`src/rtl/shift_decode_sequencer.sv`:
```
// shift_decode_sequencer
// Sequences the 3-bit shift-and-decode datapath.
// A start command loads a seed operand. The block then emits `count` results
// on a valid/ready stream. Each result is the code (a >> SHIFT) and its
// one-hot class. After each accepted result the operand steps by one (mod 8).
// Codes 4..7 fall outside the covered decode set. They produce an all-zero
// class and set the sticky err_uncov flag when they are transferred.
// Optional build macro: DECODE_ASSERT_EN adds a simulation-only check that
// reports every transfer of an uncovered code. Synthesised logic is unchanged.

module shift_decode_sequencer #(
    parameter int SHIFT = 1,
    parameter int CNT_W = 4
) (
    input  logic             clk,
    input  logic             rst_n,
    input  logic             start,
    input  logic [2:0]       seed,
    input  logic [CNT_W-1:0] count,
    input  logic             out_ready,
    output logic             out_valid,
    output logic [2:0]       out_code,
    output logic [3:0]       out_class,
    output logic             err_uncov,
    output logic             busy,
    output logic             done
);

    typedef enum logic [1:0] {
        IDLE = 2'd0,
        EMIT = 2'd1,
        DONE = 2'd2
    } state_t;

    state_t           state;
    logic [2:0]       a;
    logic [CNT_W-1:0] remaining;

    logic             xfer;
    logic [2:0]       load_operand;
    logic [2:0]       load_code;
    logic [3:0]       load_class;

    // One-hot class of a code; codes 4..7 are deliberately left uncovered
    function automatic logic [3:0] decode(input logic [2:0] code);
        logic [3:0] cls;
        unique case (code)
            3'd0:    cls = 4'b0001;
            3'd1:    cls = 4'b0010;
            3'd2:    cls = 4'b0100;
            3'd3:    cls = 4'b1000;
            default: cls = 4'b0000;
        endcase
        return cls;
    endfunction

    assign xfer = out_valid && out_ready;

    // Decode the operand that becomes current on the next edge: the seed
    // when launching from IDLE, otherwise the incremented operand
    always_comb begin
        load_operand = (state == IDLE) ? seed : 3'(a + 3'd1);
        load_code    = 3'(load_operand >> SHIFT);
        load_class   = decode(load_code);
    end

`ifdef DECODE_ASSERT_EN
    // Report each transfer of an uncovered code; simulation carries on
    always @(posedge clk) begin
        if (rst_n && xfer) begin
            assert (out_code < 3'd4)
            else $error("uncovered decode code %0d transferred at time %0t", out_code, $time);
        end
    end
`else
`endif

    // Sequencer FSM: the state, the operand, the step counter and every output
    // are registered together
    always_ff @(posedge clk or negedge rst_n) begin
        if (!rst_n) begin
            state     <= IDLE;
            a         <= 3'd0;
            remaining <= '0;
            out_valid <= 1'b0;
            out_code  <= 3'd0;
            out_class <= 4'd0;
            err_uncov <= 1'b0;
            busy      <= 1'b0;
            done      <= 1'b0;
        end else begin
            case (state)
                IDLE: begin
                    if (start) begin
                        a         <= seed;
                        remaining <= count;
                        err_uncov <= 1'b0;
                        busy      <= 1'b1;
                        if (count == '0) begin
                            state <= DONE;
                            done  <= 1'b1;
                        end else begin
                            state     <= EMIT;
                            out_valid <= 1'b1;
                            out_code  <= load_code;
                            out_class <= load_class;
                        end
                    end
                end
                EMIT: begin
                    if (xfer) begin
                        a         <= 3'(a + 3'd1);
                        remaining <= remaining - CNT_W'(1);
                        if (out_code[2]) begin
                            err_uncov <= 1'b1;
                        end
                        if (remaining == CNT_W'(1)) begin
                            state     <= DONE;
                            done      <= 1'b1;
                            out_valid <= 1'b0;
                            out_code  <= 3'd0;
                            out_class <= 4'd0;
                        end else begin
                            out_code  <= load_code;
                            out_class <= load_class;
                        end
                    end
                end
                DONE: begin
                    state <= IDLE;
                    done  <= 1'b0;
                    busy  <= 1'b0;
                end
                default: begin
                    state     <= IDLE;
                    out_valid <= 1'b0;
                    out_code  <= 3'd0;
                    out_class <= 4'd0;
                    busy      <= 1'b0;
                    done      <= 1'b0;
                end
            endcase
        end
    end

endmodule

```
`config.mk`:
```
export PLATFORM = sky130hd
export DESIGN_NAME = shift_decode_sequencer
export DESIGN_NICKNAME = d
export VERILOG_FILES = /design/src/rtl/shift_decode_sequencer.sv
export SDC_FILE = /design/constraint.sdc
export NUM_CORES = 1
export LEC_CHECK = 0
export ABC_AREA = 1
export BUFFER_PORTS_ARGS = -buffer_cell sky130_fd_sc_hd__buf_2
export CAP_MARGIN = 20
export CELL_PAD_IN_SITES_DETAIL_PLACEMENT = 2
export CELL_PAD_IN_SITES_GLOBAL_PLACEMENT = 2
export CORE_ASPECT_RATIO = 0.75
export CORE_MARGIN = 2
export CORE_UTILIZATION = 27
export DETAILED_ROUTE_END_ITERATION = 10
export PLACE_DENSITY = 0.83
export SYNTH_ARGS = -nofsm -noshare
export SYNTH_HDL_FRONTEND = slang
export SYNTH_SLANG_ARGS = --single-unit
```
`constraint.sdc`:
```
create_clock -name clk -period 1.4 [get_ports clk]
set_clock_uncertainty 0.05 [all_clocks]
set_input_delay 0.42 -clock clk [delete_from_list [all_inputs] [get_ports clk]]
set_output_delay 0.42 -clock clk [all_outputs]
set_load 0.02 [all_outputs]
```
==> results.yml <==
finish:
  fin_area_um2: 1440
  drive_above_1_share: 0.366
  antenna_cells: 0
  regArea_um2: 478
  area.growth.synth_to_final_pct: 35.7
  n_fill_cell: 466
  nets: 190
  multi_input_area_um2: 586
run:
  cap_violations: 0
die:
  num_rows: 19
  io_pins: 22
  die_w_um: 76.4
  start_util: 0.286
  core_um2: 3710
  fp.dieH_um: 58.3
  dieArea_um2: 4450
pwr:
  power_frac_comb: 0.040
  p_leak_nw: 0.760
  power_density_nw_per_um2: 698
  seqPwrFrac: 0.546
  p_sw_uw: 241
  p_sw_frac: 0.240
  p_int_uw: 763
  peakVddDrop_uv: 357
  power.clock.fraction: 0.414
  power_mw: 1.00
route:
  drt_iter0_markers: 39
  antenna_left: 0
  wl_per_cell_um: 17.4
  drc: 0
  drt_pre_antenna_iters: 4
  wirelength_um: 3960
  vias: 1100
  vias_per_cell: 4.85
yosys:
  ys_seq_area_frac: 0.448
  syn_area_per_cell_um2: 7.47
  yosysWarnings: 0
  synth_cells: 142
  synth_fp_nets: 156
  synth_area_um2: 1060
  ys_ff_latch: 19
  ys_types: 21
critical_path:
  cp_num_buf_inv: 1
  worstPathRequired_ns: 1.51
  r2r-end: "out_class[2]"
  crit_path_start: "remaining[1]"
  cpLargestDelayFamily: "flip-flops"
  crit_top_cell: "nand2_1"
  crit_slowest_cell: "dfrtp_1"
  cp_cell_sequence: "inv_2 -> ha_1 -> nand2_1 -> o21ai_0 -> nor2_4 -> nand3_1 -> nand2_1"
  r2r_setup_slack_ns: -0.03
  cp-start-kind: "flip-flop"
  endpoint_kind: "flip-flop"
  critPathArrivalTime_ns: 1.54
  worstPathMaxFanout: 4
  critPathMaxStageDelay_ns: 0.38
  path_class: "flip-flop to flip-flop"
  reg2reg_from: "remaining[1]"
  r2r_cells: 7
sta:
  max_clock_freq_mhz: 701
  fin_ws_ns: -0.0275
  slew_violations: 0
  hold_viol: 0
  final.setup.tns_ns: -0.0628
  finalSetupViolations: 4
  fin_crit_ns: 1.43
  rsz0062_at_grt: "true"
  finalCritPeriodShare: 1.02
placed_design:
  portBuffers: 20
  post-dp-hpwl_um: 2560
  post_dp_cell_area_um2: 1290
  gp_congestion: 0.848
grt:
  antenna_found_initial: 0
  grt_pass1_wl_um: 5990
  grt_pass1_vias: 1207
  grt.total_usage: 0.173
  grt_max_degree: 20
  grt-ovfl-total: 0
clock_tree:
  cts.sinks: 19
  cts_inserted_buffers: 3
  root_buffer: "clkbuf_8"
  clk_path_buf_depth: 2
  cts_tree: "built"
  clock_latency_ns: 0.27
  hold_buffers: 0
  htreeDepth: 1
  clkTransAtPathRegs_ns: 0.09
status:
  violations: "setup timing"
  status: "finished, violations left"
min_path:
  hold_class: "primary input to async pin"
## what timing repair did
| item | 4_1_cts | 5_1_grt |
|---|---|---|
| buffers inserted | 2 | 0 |
| pin swaps | 6 | 7 |
| endpoints found under the hold margin | 0 | 0 |
| endpoints found under the setup margin | 7 | 15 |
| gates resized for setup | 9 | 19 |
## per-layer routing
layer / up-vias / global-route usage / share of wire
met5: - / 0 / 0
met4: 0 / 0.0416 / 0.012
met3: 5 / 0.0399 / 0.026
met2: 17 / 0.327 / 0.52
met1: 568 / 0.204 / 0.44
li1: 510 / - / -
## cells in the mapped netlist (all sizes together)
cell	instances	area, um2
ha	3	37.5
dfrtp	19	475
o22ai	1	6.26
nand2	54	210
buf	2	18.8
o21ai	14	73.8
nand3	12	65.1
xor2	1	8.76
inv	18	67.6
conb	1	3.75
a21oi	1	8.76
a31oi	1	6.26
o211ai	2	15.0
nor2	13	63.8
## registers in the layout, indices dropped and copies added (netlist names)
signal     cells
state          2
done           1
err_uncov      1
a              3
busy           1
out_code       2
out_valid      1
remaining      4
out_class      4
## how the worst max path moves through the flow
stage                               to  slack [ns]  cells after the start
after global routing      remaining[3]       -0.13                      7
after CTS                 out_class[0]       0.001                      8
after global placement    out_class[2]      -0.003                      8
final                     out_class[2]       -0.03                      7
after detailed placement  out_class[0]       -0.08                      8
after floorplan                   a[1]        0.12                      6
## cell type report
| cell class | instances | share of cell area |
|---|---|---|
| Tap cell | 52 | 0.0452 |
| Multi-Input combinational cell | 103 | 0.407 |
| Inverter | 18 | 0.0469 |
| Sequential cell | 19 | 0.332 |
| Timing Repair Buffer | 31 | 0.138 |
| Clock buffer | 4 | 0.0313 |
## power groups by stage
stage	Sequential [mW]	Combinational (mW)	Clock, mW
after floorplan	0.559	0.00882	0
after global placement	0.559	0.0362	0
after detailed placement	0.559	0.0393	0
after CTS	0.548	0.0391	0.408
after global routing	0.548	0.0452	0.436
final	0.548	0.0401	0.416
## through the flow
stage,cells,utilization,setup slack (ns),hold slack [ns]
2_1_floorplan,142,-,0.119,0.0744
3_3_place_gp,221,0.347,-0.00250,0.338
3_5_place_dp,221,0.347,-0.0798,0.357
4_1_cts,227,0.371,0.00115,0.0683
5_1_grt,227,0.388,-0.131,0.0608
6_report,227,0.388,-0.0275,0.0349
## logic make-up (layout without fill, tap and decap cells)
kind of cell,count (synthesis),after routing,share of synthesized area
AOI/OAI and AO/OA,19,19,0.104
xor gates and xnor gates,1,1,0.00826
adders and majority gates,3,3,0.0354
buffers and inverters,20,53,0.0814
DFF,19,19,0.448
other,1,1,0.00353
and+or+nand+nor,79,79,0.320
## layout by cell type, fill, tap and decap left out, drive strengths merged
cell type  instances
o21ai             14
clkbuf             4
nand2             54
o211ai             2
dfrtp             19
buf               31
a31oi              1
nand3             12
xor2               1
o22ai              1
conb               1
ha                 3
a21oi              1
inv               18
nor2              13
Power figures use the tool's default switching activity.
